### config.mk
export PLATFORM = sky130hd
export DESIGN_NAME = pic_seq_ctrl_flat
export DESIGN_NICKNAME = d
export VERILOG_FILES = /design/src/rtl/pic_seq_ctrl_if.sv /design/src/rtl/pic_seq_ctrl.sv /design/src/flat_wrapper.sv
export SDC_FILE = /design/constraint.sdc
export NUM_CORES = 1
export LEC_CHECK = 0
export ABC_CLOCK_PERIOD_IN_PS = 3100
export CORE_ASPECT_RATIO = 0.75
export CORE_MARGIN = 5
export CORE_UTILIZATION = 33
export CTS_CLUSTER_SIZE = 12
export DETAILED_ROUTE_END_ITERATION = 10
export DONT_BUFFER_PORTS = 1
export PLACE_DENSITY_LB_ADDON = 0.05
export SYNTH_ARGS = -nofsm -noshare
export SYNTH_HDL_FRONTEND = slang
export SYNTH_SLANG_ARGS = --single-unit
### constraint.sdc
create_clock -name clk -period 3.1 [get_ports clk]
set_input_delay 0.465 -clock clk [delete_from_list [all_inputs] [get_ports clk]]
set_output_delay 0.465 -clock clk [all_outputs]
set_load 0.1 [all_outputs]
### src/rtl/pic_seq_ctrl_if.sv
// -----------------------------------------------------------------------------
// pic_seq_ctrl_if
// Bundle of the signals between the instruction sequencer and its
// environment: the program-memory fetch handshake, the datapath
// strobes, interrupt signalling and the sequencer status outputs.
//
//   master : the sequencer (pic_seq_ctrl)
//            drives  rom_req, rom_addr, ir, exec_stb, wb_stb, irq_ack,
//                    gie, pc, stk_ovf, stk_unf
//            samples rom_ack, rom_data, skip_cond, irq, gie_wr, gie_wdata
//   slave  : program memory + datapath + interrupt source (the mirror view)
// -----------------------------------------------------------------------------
interface pic_seq_ctrl_if #(
    parameter int PC_W = 11
);
    // fetch handshake
    logic            rom_req;
    logic [PC_W-1:0] rom_addr;
    logic            rom_ack;
    logic [13:0]     rom_data;

    // datapath coupling
    logic [13:0]     ir;
    logic            exec_stb;
    logic            wb_stb;
    logic            skip_cond;
    logic            gie_wr;
    logic            gie_wdata;

    // interrupts
    logic            irq;
    logic            irq_ack;
    logic            gie;

    // status
    logic [PC_W-1:0] pc;
    logic            stk_ovf;
    logic            stk_unf;

    modport master (
        output rom_req, rom_addr, ir, exec_stb, wb_stb, irq_ack,
               gie, pc, stk_ovf, stk_unf,
        input  rom_ack, rom_data, skip_cond, irq, gie_wr, gie_wdata
    );

    modport slave (
        input  rom_req, rom_addr, ir, exec_stb, wb_stb, irq_ack,
               gie, pc, stk_ovf, stk_unf,
        output rom_ack, rom_data, skip_cond, irq, gie_wr, gie_wdata
    );
endinterface

### src/rtl/pic_seq_ctrl.sv
// -----------------------------------------------------------------------------
// pic_seq_ctrl
// Instruction sequencer for the multicycle PIC-style core. Owns the
// program counter, the fetch handshake towards program memory, the
// instruction register and a DEPTH-entry circular call/return stack.
// Handles GOTO / CALL / RETURN / RETFIE, conditional skip and a single
// interrupt vector. ALU and register file live in the datapath, which is
// told when to execute (exec_stb) and when to write back (wb_stb).
//
// Instruction flow: FETCH -> EXEC -> WB -> (IRQ | FETCH), IRQ -> FETCH.
// FETCH waits for rom_ack for as long as program memory needs.
//
// Ports:
//   clk        clock, rising edge
//   rst        asynchronous active-high reset
//   bus        pic_seq_ctrl_if.master
//     rom_req/rom_addr/rom_ack/rom_data   fetch handshake
//     ir                                  current instruction word
//     exec_stb / wb_stb                   one-cycle datapath strobes
//     skip_cond                           sampled during exec_stb
//     gie_wr / gie_wdata                  GIE write, sampled during wb_stb
//     irq / irq_ack / gie                 level interrupt, entry pulse, enable
//     pc                                  program counter
//     stk_ovf / stk_unf                   sticky stack overflow / underflow
// -----------------------------------------------------------------------------
module pic_seq_ctrl #(
    parameter int              PC_W    = 11,
    parameter int              DEPTH   = 8,
    parameter logic [PC_W-1:0] IRQ_VEC = PC_W'('h004),
    parameter logic [PC_W-1:0] RST_VEC = PC_W'('h000)
) (
    input  logic          clk,
    input  logic          rst,
    pic_seq_ctrl_if.master bus
);

    localparam int              SP_W     = $clog2(DEPTH);
    localparam int              CNT_W    = $clog2(DEPTH + 1);
    localparam logic [CNT_W-1:0] CNT_FULL = CNT_W'(DEPTH);
    localparam logic [13:0]     OP_RETURN = 14'h0008;
    localparam logic [13:0]     OP_RETFIE = 14'h0009;

    typedef enum logic [1:0] {
        S_FETCH = 2'd0,
        S_EXEC  = 2'd1,
        S_WB    = 2'd2,
        S_IRQ   = 2'd3
    } state_t;

    // -------------------------------------------------------------------------
    // State and registered outputs
    // -------------------------------------------------------------------------
    state_t            state_reg;
    logic [PC_W-1:0]   pc_reg;
    logic [13:0]       ir_reg;
    logic [SP_W-1:0]   sp_reg;
    logic [CNT_W-1:0]  count_reg;
    logic              gie_reg;
    logic              stk_ovf_reg;
    logic              stk_unf_reg;
    logic              fetch_reg;     // high exactly while in S_FETCH
    logic              exec_stb_reg;
    logic              wb_stb_reg;
    logic              irq_ack_reg;

    // Call stack storage. Not reset: only entries written since the last
    // push are meaningful, sp/count carry the bookkeeping.
    logic [PC_W-1:0]   stack_mem [DEPTH];

    // -------------------------------------------------------------------------
    // Decode of the current instruction
    // -------------------------------------------------------------------------
    logic            is_goto;
    logic            is_call;
    logic            is_return;
    logic            is_retfie;
    logic [PC_W-1:0] jump_target;

    assign is_goto   = (ir_reg[13:11] == 3'b101);
    assign is_call   = (ir_reg[13:11] == 3'b100);
    assign is_return = (ir_reg == OP_RETURN);
    assign is_retfie = (ir_reg == OP_RETFIE);

    // Jumps replace the low 11 bits and keep the current page bits above.
    generate
        if (PC_W > 11) begin : g_paged_target
            assign jump_target = {pc_reg[PC_W-1:11], ir_reg[10:0]};
        end else begin : g_flat_target
            assign jump_target = ir_reg[10:0];
        end
    endgenerate

    // -------------------------------------------------------------------------
    // Stack access. Both push sources (CALL in EXEC, interrupt entry in IRQ)
    // save the current pc, and a pop only happens in EXEC, so at most one
    // stack operation occurs per cycle.
    // -------------------------------------------------------------------------
    logic            push_en;
    logic            pop_en;
    logic [SP_W-1:0] sp_dec;
    logic [PC_W-1:0] pop_data;

    assign push_en  = ((state_reg == S_EXEC) && is_call) || (state_reg == S_IRQ);
    assign pop_en   = (state_reg == S_EXEC) && (is_return || is_retfie);
    assign sp_dec   = sp_reg - 1'b1;
    // Popped value is needed in the same cycle as the pc update, so the
    // stack is read asynchronously.
    assign pop_data = stack_mem[sp_dec];

    always_ff @(posedge clk) begin
        if (push_en) begin
            stack_mem[sp_reg] <= pc_reg;
        end
    end

    // GIE as seen by the interrupt decision: includes this cycle's write.
    logic gie_after_wb;
    assign gie_after_wb = bus.gie_wr ? bus.gie_wdata : gie_reg;

    // -------------------------------------------------------------------------
    // Sequencer FSM
    // -------------------------------------------------------------------------
    always_ff @(posedge clk or posedge rst) begin
        if (rst) begin
            state_reg    <= S_FETCH;
            pc_reg       <= RST_VEC;
            ir_reg       <= '0;
            sp_reg       <= '0;
            count_reg    <= '0;
            gie_reg      <= 1'b0;
            stk_ovf_reg  <= 1'b0;
            stk_unf_reg  <= 1'b0;
            fetch_reg    <= 1'b1;
            exec_stb_reg <= 1'b0;
            wb_stb_reg   <= 1'b0;
            irq_ack_reg  <= 1'b0;
        end else begin
            case (state_reg)
                S_FETCH: begin
                    if (bus.rom_ack) begin
                        ir_reg       <= bus.rom_data;
                        pc_reg       <= pc_reg + 1'b1;
                        fetch_reg    <= 1'b0;
                        exec_stb_reg <= 1'b1;
                        state_reg    <= S_EXEC;
                    end
                end

                S_EXEC: begin
                    exec_stb_reg <= 1'b0;
                    wb_stb_reg   <= 1'b1;
                    state_reg    <= S_WB;
                    if (is_goto || is_call) begin
                        pc_reg <= jump_target;
                    end else if (is_return) begin
                        pc_reg <= pop_data;
                    end else if (is_retfie) begin
                        pc_reg  <= pop_data;
                        gie_reg <= 1'b1;
                    end else if (bus.skip_cond) begin
                        // Step over the next word without fetching it.
                        pc_reg <= pc_reg + 1'b1;
                    end
                end

                S_WB: begin
                    wb_stb_reg <= 1'b0;
                    if (bus.gie_wr) begin
                        gie_reg <= bus.gie_wdata;
                    end
                    if (bus.irq && gie_after_wb) begin
                        irq_ack_reg <= 1'b1;
                        state_reg   <= S_IRQ;
                    end else begin
                        fetch_reg <= 1'b1;
                        state_reg <= S_FETCH;
                    end
                end

                S_IRQ: begin
                    // Clearing gie masks the still-asserted level irq until
                    // software re-enables it (normally via RETFIE).
                    pc_reg      <= IRQ_VEC;
                    gie_reg     <= 1'b0;
                    irq_ack_reg <= 1'b0;
                    fetch_reg   <= 1'b1;
                    state_reg   <= S_FETCH;
                end

                default: begin
                    fetch_reg <= 1'b1;
                    state_reg <= S_FETCH;
                end
            endcase

            // Stack pointer / occupancy bookkeeping.
            if (push_en) begin
                sp_reg <= sp_reg + 1'b1;
                if (count_reg == CNT_FULL) begin
                    // Full: the oldest entry has just been overwritten.
                    stk_ovf_reg <= 1'b1;
                end else begin
                    count_reg <= count_reg + 1'b1;
                end
            end else if (pop_en) begin
                sp_reg <= sp_dec;
                if (count_reg == '0) begin
                    // Empty: the wrapped entry is returned anyway.
                    stk_unf_reg <= 1'b1;
                end else begin
                    count_reg <= count_reg - 1'b1;
                end
            end
        end
    end

    // -------------------------------------------------------------------------
    // Outputs
    // -------------------------------------------------------------------------
    // fetch_reg resets to 1 so the first fetch starts right after reset is
    // released; gating with rst keeps the request low while reset is held.
    assign bus.rom_req  = fetch_reg & ~rst;
    assign bus.rom_addr = pc_reg;
    assign bus.ir       = ir_reg;
    assign bus.exec_stb = exec_stb_reg;
    assign bus.wb_stb   = wb_stb_reg;
    assign bus.irq_ack  = irq_ack_reg;
    assign bus.gie      = gie_reg;
    assign bus.pc       = pc_reg;
    assign bus.stk_ovf  = stk_ovf_reg;
    assign bus.stk_unf  = stk_unf_reg;

endmodule

### src/flat_wrapper.sv
// flat-port wrapper written by rule: the top's interface ports become plain ports
module pic_seq_ctrl_flat 
#(
    parameter int              PC_W    = 11,
    parameter int              DEPTH   = 8,
    parameter logic [PC_W-1:0] IRQ_VEC = PC_W'('h004),
    parameter logic [PC_W-1:0] RST_VEC = PC_W'('h000)
)
  (clk, rst, bus_rom_req, bus_rom_addr, bus_ir, bus_exec_stb, bus_wb_stb, bus_irq_ack, bus_gie, bus_pc, bus_stk_ovf, bus_stk_unf, bus_rom_ack, bus_rom_data, bus_skip_cond, bus_irq, bus_gie_wr, bus_gie_wdata);
  pic_seq_ctrl_if #(.PC_W(PC_W)) bus_i ();
  input  logic clk;
  input  logic rst;
  output wire logic [$bits(bus_i.rom_req)-1:0] bus_rom_req;
  output wire logic [$bits(bus_i.rom_addr)-1:0] bus_rom_addr;
  output wire logic [$bits(bus_i.ir)-1:0] bus_ir;
  output wire logic [$bits(bus_i.exec_stb)-1:0] bus_exec_stb;
  output wire logic [$bits(bus_i.wb_stb)-1:0] bus_wb_stb;
  output wire logic [$bits(bus_i.irq_ack)-1:0] bus_irq_ack;
  output wire logic [$bits(bus_i.gie)-1:0] bus_gie;
  output wire logic [$bits(bus_i.pc)-1:0] bus_pc;
  output wire logic [$bits(bus_i.stk_ovf)-1:0] bus_stk_ovf;
  output wire logic [$bits(bus_i.stk_unf)-1:0] bus_stk_unf;
  input wire logic [$bits(bus_i.rom_ack)-1:0] bus_rom_ack;
  input wire logic [$bits(bus_i.rom_data)-1:0] bus_rom_data;
  input wire logic [$bits(bus_i.skip_cond)-1:0] bus_skip_cond;
  input wire logic [$bits(bus_i.irq)-1:0] bus_irq;
  input wire logic [$bits(bus_i.gie_wr)-1:0] bus_gie_wr;
  input wire logic [$bits(bus_i.gie_wdata)-1:0] bus_gie_wdata;
  assign bus_rom_req = bus_i.rom_req;
  assign bus_rom_addr = bus_i.rom_addr;
  assign bus_ir = bus_i.ir;
  assign bus_exec_stb = bus_i.exec_stb;
  assign bus_wb_stb = bus_i.wb_stb;
  assign bus_irq_ack = bus_i.irq_ack;
  assign bus_gie = bus_i.gie;
  assign bus_pc = bus_i.pc;
  assign bus_stk_ovf = bus_i.stk_ovf;
  assign bus_stk_unf = bus_i.stk_unf;
  assign bus_i.rom_ack = bus_rom_ack;
  assign bus_i.rom_data = bus_rom_data;
  assign bus_i.skip_cond = bus_skip_cond;
  assign bus_i.irq = bus_irq;
  assign bus_i.gie_wr = bus_gie_wr;
  assign bus_i.gie_wdata = bus_gie_wdata;
  pic_seq_ctrl #(.PC_W(PC_W), .DEPTH(DEPTH), .IRQ_VEC(IRQ_VEC), .RST_VEC(RST_VEC)) u_core (.clk(clk), .rst(rst), .bus(bus_i));
endmodule
# Word level (Yosys, flattened, before mapping)
# Memory sizes are Yosys's and may differ from the RTL's.
# Index checks and enable logic that the tools add are counted.
# word_totals
reg_bits	41
ramBits	88
in_bits	21
output_inout_bits	43
word_cells	92
mem_count	1
# op_classes
n_addsub	5
eq_ne	17
mux	30
bitwise	3
n_reduce_logical	24
# memory_table
memory	depth	word_bits	rd	rd_clocked_by_memory_dff	wr	line	text
u_core.stack_mem	8	11	1	0	1	pic_seq_ctrl.sv:68	logic [PC_W-1:0] stack_mem [DEPTH];
# ops
op	count
$mux 11	5
$pmux 11 s3	1
$eq 14x4->1 const B	2
$mux 4	4
$reduce_and 3->1	4
$add 11x1->11 const B	1
$mux 1	10
$ne 2x2->1 const B	5
$reduce_bool 3->1	3
$pmux 2 s4	1
$reduce_and 2->1	4
$reduce_bool 2->1	4
$eq 3x3->1 const B	2
$mux 3	2
$ne 2x1->1 const B	3
$pmux 1 s2	3
$pmux 1 s3	2
$ne 5x3->1 const B	1
$add 4x1->4 const B	1
$eq 2x2->1 const B	2
$eq 4x4->1 const B	1
$logic_not 4->1	1
$mux 2	2
$reduce_and 4->1	1
9 further kinds	14

# Depth between registers and ports, before layout
# Gate-level depths: netlist (run 1).
# depth
depth_word	6
ltp_mapped	11
depth_no_buf	10

# Least setup slack after synthesis (run 1)
# No wires, ideal clock.
# synth_path
path_type	register to register
start	register u_core.ir_reg[13] (netlist: u_core.bus.ir[13])
end	memory u_core.stack_mem[0][0] (enable)
setup_ps	408
arrival_time_ps	2780
t_required_ps	2692
setup_slack_ps	-88
path_stages_with_launch	6
path_buffers	1
synth_period_minus_slack_ps	3188
cell_sequence	dfrtp_1 nor2b_1 a31o_2 inv_1 clkbuf_1 nor4_1
# synth_via
elab_chain_cells	5
# synth_lines
item	line	text
start, declared	pic_seq_ctrl.sv:55	logic [13:0] ir_reg;
start signal, assigned	pic_seq_ctrl.sv:141	ir_reg <= bus.rom_data;
$eq 3x3->1	pic_seq_ctrl.sv:80	assign is_call = (ir_reg[13:11] == 3'b100);
$logic_and 1x1->1	pic_seq_ctrl.sv:103	assign push_en = ((state_reg == S_EXEC) && is_call) || (state_reg == S_IRQ);
$logic_or 1x1->1	pic_seq_ctrl.sv:103	
$mux 1	pic_seq_ctrl.sv:111	if (push_en) begin
$mux 1 (not written as such)	pic_seq_ctrl.sv:112	stack_mem[sp_reg] <= pc_reg;
end, declared	pic_seq_ctrl.sv:68	
# Every way passes these cells.

# Worst setup path after layout (run 1)
# layout_path
start	register u_core.sp_reg[1]
end	register u_core.pc_reg[1] (netlist: u_core.bus.pc[1])
# layout_via
elab_chain_cells	6
# layout_lines
item	line	text
start, declared	pic_seq_ctrl.sv:56	logic [SP_W-1:0] sp_reg;
start signal, assigned	pic_seq_ctrl.sv:198	sp_reg <= sp_reg + 1'b1;
start signal, assigned	pic_seq_ctrl.sv:206	sp_reg <= sp_dec;
$sub 3x1->3 (*)	pic_seq_ctrl.sv:105	assign sp_dec = sp_reg - 1'b1;
$mem_v2 8x11 (*)	--	
$mux 11	pic_seq_ctrl.sv:157	end else if (is_retfie) begin
$mux 11 (*)	pic_seq_ctrl.sv:155	end else if (is_return) begin
$mux 11 (*)	pic_seq_ctrl.sv:153	if (is_goto || is_call) begin
$pmux 11 s3 (*)	pic_seq_ctrl.sv:138	case (state_reg)
end signal, assigned	pic_seq_ctrl.sv:154	pc_reg <= jump_target;
end signal, assigned	pic_seq_ctrl.sv:156	pc_reg <= pop_data;
end signal, assigned	pic_seq_ctrl.sv:158	pc_reg <= pop_data;
end, declared	pic_seq_ctrl.sv:54	logic [PC_W-1:0] pc_reg;
# Mark *: on every way between the ends. The rest lies on a longest branch, timed or not.
# A chain may end at the register's enable or synchronous reset.

==> flow_summary_export.csv, run 1 <==
group,metric,value,unit
final_layout,multi_input_area,2111,um2
cts,cts.htree.levels,4,
setup_path,crit_family,"multiplexers",
floorplan,die_area,20930,um2
placed_design,hpwl,10470,um
global_routing,grt_pass1_wl,24320,um
timing,fin_crit_sh,89.75,%
floorplan,num_rows,42,
synthesis,yosysUniqueCellTypes,57,
cts,cts_tree,"yes",
placed_design,place.port_buffers,0,
synthesis,synth_nets,444,
cts,postCtsResizedCells,0,
hold_path,worstHoldPathType,"in -> async",
cts,clock_latency,0.42,ns
global_routing,grt_max_degree,42,
final_layout,regArea,3684,um2
cts,post-cts-setup-buffer-count,0,
timing,slew_viol_final,0,
setup_path,cp-end-kind,"flop",
setup_path,max_stage_delay,0.55,ns
setup_path,cp.arrival,3.07,ns
status,status,"completed",
floorplan,core_area,17710,um2
cts,cts_made_buffers,17,
floorplan,die_h,126.6,um
timing,hold-worst-slack,0.1334,ns
cts,cts_root_buffer,"clkbuf_16",
timing,hold_violations,0,
run,cap_violations,0,
synthesis,ys.flop_type,"edfxtp_1",
synthesis,ys_seq_elements,129,
final_layout,largest_register_ffs,88,
floorplan,initial_core_util,33.75,%
synthesis,synth_async_sr_flop_share,31.78,%
timing,slew_headroom,36.16,%
global_routing,antenna_found_initial,0,
setup_path,path_cells,"inv_1, ha_1, xor2_2, mux4_1, mux2_2, a222oi_1, o31ai_1",
synthesis,synth_edf_count,88,
routing,antenna_left,0,
final_layout,antenna_cells,0,
global_routing,grt_pass1_vias,3826,
final_layout,syn2layout_area_growth,18.23,%
final_layout,final_common_cell,"edfxtp_1",
final_layout,final_area,7067,um2
setup_path,path_class,"reg -> reg",
cts,clkTransAtPathRegs,0.06,ns
synthesis,syn_inst,413,
timing,fin_skew,0.008040,ns
cts,numClockSinks,129,
synthesis,syn_avg_cell_area,14.47,um2
setup_path,worstPathRequired,3.39,ns
synthesis,seq_area_frac_synth,61.40,%
setup_path,worstSetupStartpointType,"flop",
synthesis,yosys_warnings,0,
timing,rsz0062_at_grt,"false",
synthesis,synth_area,5977,um2
routing,first_pass_iters,4,
timing,setup_viol,0,
floorplan,die_w,165.4,um
setup_path,critPathMaxFanout,8,
global_routing,grt_use_total,15.89,%
setup_path,cpMaxStageDelayCell,"dfrtp_1",
placed_design,place_area,6485,um2
global_routing,grt_remaining_overflow,0,
timing,tightest_slew,0.9576,ns
cts,ctsLongestPathBuffers,2,
final_layout,fillers,1674,
routing,wire_per_inst,22.34,um
setup_path,path_buf_inv,1,
timing,fmax,0.3594,GHz
final_layout,drive_gt1_share,30.07,%
routing,wirelength,15660,um
final_layout,final_cell_mix,"edfxtp_1, buf_4, dfrtp_1, nor2_1, nand2_1",
routing,drcViolationCount,0,
routing,vias_per_cell,5.133,
cts,hold_buffers,0,
timing,period_needed,2.782,ns
floorplan,io-pin-count,64,
setup_path,r2r_slack,0.32,ns
timing,fin_setup_tns,0,ns
placed_design,gp_congestion,0.7493,
final_layout,fin_nets,477,
routing,vias,3598,
routing,initialDrtViolationCount,259,
==> final cells by class <==
cell class	count	area share, %
Multi-Input combinational cell	242	29.87
Timing Repair Buffer	44	4.851
Sequential cell	129	52.12
Clock buffer	17	6.020
Inverter	12	0.6374
Clock inverter	15	2.213
Tap cell	242	4.285
==> cells in the mapped netlist, types with 3 or more instances <==
cell       n  area, um2
a21oi_1   18      90.09
a221oi_1   4      35.03
a31o_2     4      35.03
a31oi_1    4      25.02
and2_1     5      31.28
buf_1      4      15.01
buf_2      4      20.02
buf_4     12      90.09
buf_6      4      45.04
clkbuf_1   6      22.52
dfrtp_1   40       1001
edfxtp_1  88       2643
ha_1       9      112.6
inv_1     12      45.04
mux2_2    18      202.7
mux2i_1   13      130.1
mux4_1     9      236.5
mux4_2    13      292.8
nand2_1   21      78.83
nand3_1    8      40.04
nor2_1    26      97.59
nor2b_1    5      31.28
nor3_1    14      70.07
nor4_1     4      25.02
o21ai_0   11      55.05
o221ai_1   3      26.28
o31ai_1    8      60.06
or3_1      6      37.54
xnor2_1    5      43.79
xor2_1     4      35.03
==> worst register-to-register path, cell delays in order, from the launching register on <==
cell and delay [ns]:
dfrtp_1 0.55, inv_1 0.16, ha_1 0.26, xor2_2 0.54, mux4_1 0.40, mux2_2 0.29, a222oi_1 0.34, o31ai_1 0.11
==> final timing paths <==
check / start / to / depth (start not counted)
max: u_core.sp_reg[1] / u_core.bus.pc[1] / 7
min: rst / u_core.count_reg[0] / 1
max reg2reg: u_core.sp_reg[1] / u_core.bus.pc[1] / 7
min reg2reg: u_core.state_reg[1] / u_core.state_reg[1] / 1
max in group asynchronous: rst / u_core.bus.pc[1] / 1
min in group clk: bus_rom_data[12] / u_core.bus.ir[12] / 1
==> layer usage <==
layer | global-route usage, % | wire length [um] | part of all wire (%) | up-vias
li1 | - | - | - | 1663
met1 | 24.72 | 8001 | 51 | 1856
met2 | 21.83 | 6870 | 44 | 65
met3 | 3.956 | 601 | 3.8 | 14
met4 | 4.656 | 190 | 1.2 | 0
met5 | 0 | 0 | 0 | -
==> through the flow <==
step                setup WS [ns]  std cells  utilization, %
floorplan                -0.08766        413               -
global placement           0.4352        669           36.62
detailed placement         0.3482        669           36.62
CTS                        0.3346        701           39.90
global route               0.2056        701           39.90
finish                     0.3177        701           39.90
==> cells by family (layout without fill, tap and decap cells) <==
group                    count (synthesis)  in the layout  share of synthesized area (%)
multiplexers                            53             53                          14.42
flip-flops                             129            129                          61.40
XOR/XNOR                                10             10                          1.591
buffers and inverters                   42             88                          3.977
adder cells (fa/ha/maj)                 10             10                          2.219
AND/OR/NAND/NOR                         98             98                          8.227
AO/OA/AOI/OAI                           71             71                          8.164
Power of run 1 is not shown: default switching activity piles up to over one toggle a cycle in this logic, so the estimate is an artifact.
==> run 2, diff against run 1 <==
ABC_CLOCK_PERIOD_IN_PS = 2790   (was 3100)
RECOVER_POWER = 100   (was not set)
SLEW_MARGIN = 20   (was not set)
clock period = 2.79 ns   (was 3.1 ns; I/O delays follow)
==> run 2 against run 1 <==
Net effect:
- the flow now finishes with violations (capacitance limit, slew limit)
- routed wire length shrank 2.8%
- sequential share of layout area rose by 0.35 points
- design area shrank 0.57%
- fmax rose by 7.9%
- largest cell class unchanged
- via count is 0.28% lower
- global-route usage is 0.24 points lower
- critical endpoint is now u_core.stack_mem[6][8]
==> flow_summary_export.csv, run 2 (same netlist as run 1, synthesis figures left out) <==
group,metric,value,unit
status,status,"complete, but fails checks",
status,violations,"capacitance limit, slew limit",
final_layout,drive_gt1_share,26.29,%
final_layout,largest_register_ffs,88,
routing,initialDrtViolationCount,217,
timing,fin_skew,0.008950,ns
run,cap_violations,1,
floorplan,die_area,20930,um2
timing,hold_violations,0,
routing,wirelength,15220,um
final_layout,final_cell_mix,"edfxtp_1, nor2_1, dfrtp_1, nand2_1",
final_layout,final_common_cell,"edfxtp_1",
global_routing,grt_pass1_vias,3742,
hold_path,worstHoldPathType,"in -> reg",
setup_path,critPathMaxFanout,11,
global_routing,grt_max_degree,42,
final_layout,antenna_cells,0,
timing,tightest_slew,1.671,ns
floorplan,core_area,17710,um2
final_layout,syn2layout_area_growth,17.56,%
routing,antenna_left,0,
placed_design,gp_congestion,0.7441,
placed_design,place.port_buffers,0,
timing,slew_headroom,-11.50,%
timing,rsz0062_at_grt,"false",
setup_path,cp.arrival,2.63,ns
cts,cts_made_buffers,17,
cts,cts_tree,"yes",
floorplan,num_rows,42,
routing,first_pass_iters,4,
routing,drcViolationCount,0,
global_routing,grt_remaining_overflow,0,
setup_path,cp-end-kind,"flop",
final_layout,final_cells,706,
timing,period_needed,2.579,ns
global_routing,antenna_found_initial,0,
cts,clock_latency,0.41,ns
floorplan,initial_core_util,33.75,%
cts,ctsLongestPathBuffers,2,
cts,hold_buffers,0,
routing,vias,3588,
final_layout,fin_nets,482,
setup_path,worstSetupStartpointType,"flop",
cts,numClockSinks,129,
timing,fin_crit_sh,92.42,%
floorplan,io-pin-count,64,
cts,postCtsResizedCells,0,
global_routing,grt_use_total,15.65,%
routing,vias_per_cell,5.082,
cts,clkTransAtPathRegs,0.06,ns
placed_design,hpwl,10230,um
cts,cts_root_buffer,"clkbuf_16",
placed_design,post-place-cells,674,
timing,setup_viol,0,
global_routing,grt_pass1_wl,24070,um
cts,post-cts-setup-buffer-count,0,
setup_path,path_class,"reg -> reg",
floorplan,die_h,126.6,um
final_layout,fillers,1681,
routing,wire_per_inst,21.56,um
timing,slew_viol_final,42,
floorplan,die_w,165.4,um
setup_path,worstPathRequired,2.84,ns
timing,fmax,0.3878,GHz
cts,cts.htree.levels,4,
[run 2: changes by cell type in the layout (fill, tap and decap cells not counted), sizes merged]
cell	change
clkbuf	+37
buf	-32
clkinvlp	-1
bufinv	+2
clkinv	-1
[run 2: path summary, 6_finish.rpt]
| path | startpoint | to | slack [ns] | cells past startpoint |
|---|---|---|---|---|
| max | u_core.state_reg[1] | u_core.stack_mem[6][8] | 0.21 | 6 |
| min | bus_rom_data[1] | u_core.bus.ir[1] | 0.15 | 1 |
| max reg2reg | u_core.state_reg[1] | u_core.stack_mem[6][8] | 0.21 | 6 |
| min reg2reg | u_core.state_reg[1] | u_core.state_reg[1] | 0.54 | 1 |
| max in group asynchronous | rst | u_core.bus.pc[7] | 1.27 | 1 |
| min in group asynchronous | rst | u_core.bus.stk_ovf | 0.42 | 1 |
[run 2: metal layers]
metal	track usage (%)	part of all wire (%)	up-vias
met2	21.86	44	64
met5	0	0	-
met3	4.280	4.6	11
met1	24.06	50	1834
li1	-	-	1679
met4	3.928	1.0	0
[run 2: area by class of cell]
type | count | area, um2 | area share, %
sequential | 129 | 3687 | 52.48
multi-input combinational | 242 | 2079 | 29.59
tap | 242 | 302.8 | 4.309
clock inverter | 15 | 206.4 | 2.938
inverter | 12 | 45.04 | 0.6410
clock buffer | 17 | 425.4 | 6.054
timing repair buffer | 49 | 280.3 | 3.989
[run 2: through the flow]
| step | setup WS (ns) | setup TNS (ns) | hold slack, ns | util, % | cell area [um2] |
|---|---|---|---|---|---|
| after floorplan | -0.1078 | -3.556 | 0.4992 | - | 5981 |
| after global placement | 0.4364 | 0 | 0.5208 | 36.92 | 6539 |
| after detailed placement | 0.3655 | 0 | 0.5343 | 36.92 | 6539 |
| after CTS | 0.3603 | 0 | 0.1173 | 40.49 | 7171 |
| after global routing | 0.06862 | 0 | 0.1383 | 39.68 | 7027 |
| final | 0.2114 | 0 | 0.1496 | 39.68 | 7027 |
[run 2: worst max-delay path, cell delays in order (launching register included)]
cell and delay (ns):
dfrtp_1 0.41, ha_1 0.37, a31o_2 0.21, clkbuf_1 0.38, nand2_1 0.24, nor3_2 0.16
clkbuf_2 0.43
Power of run 2 is left out for the same reason.
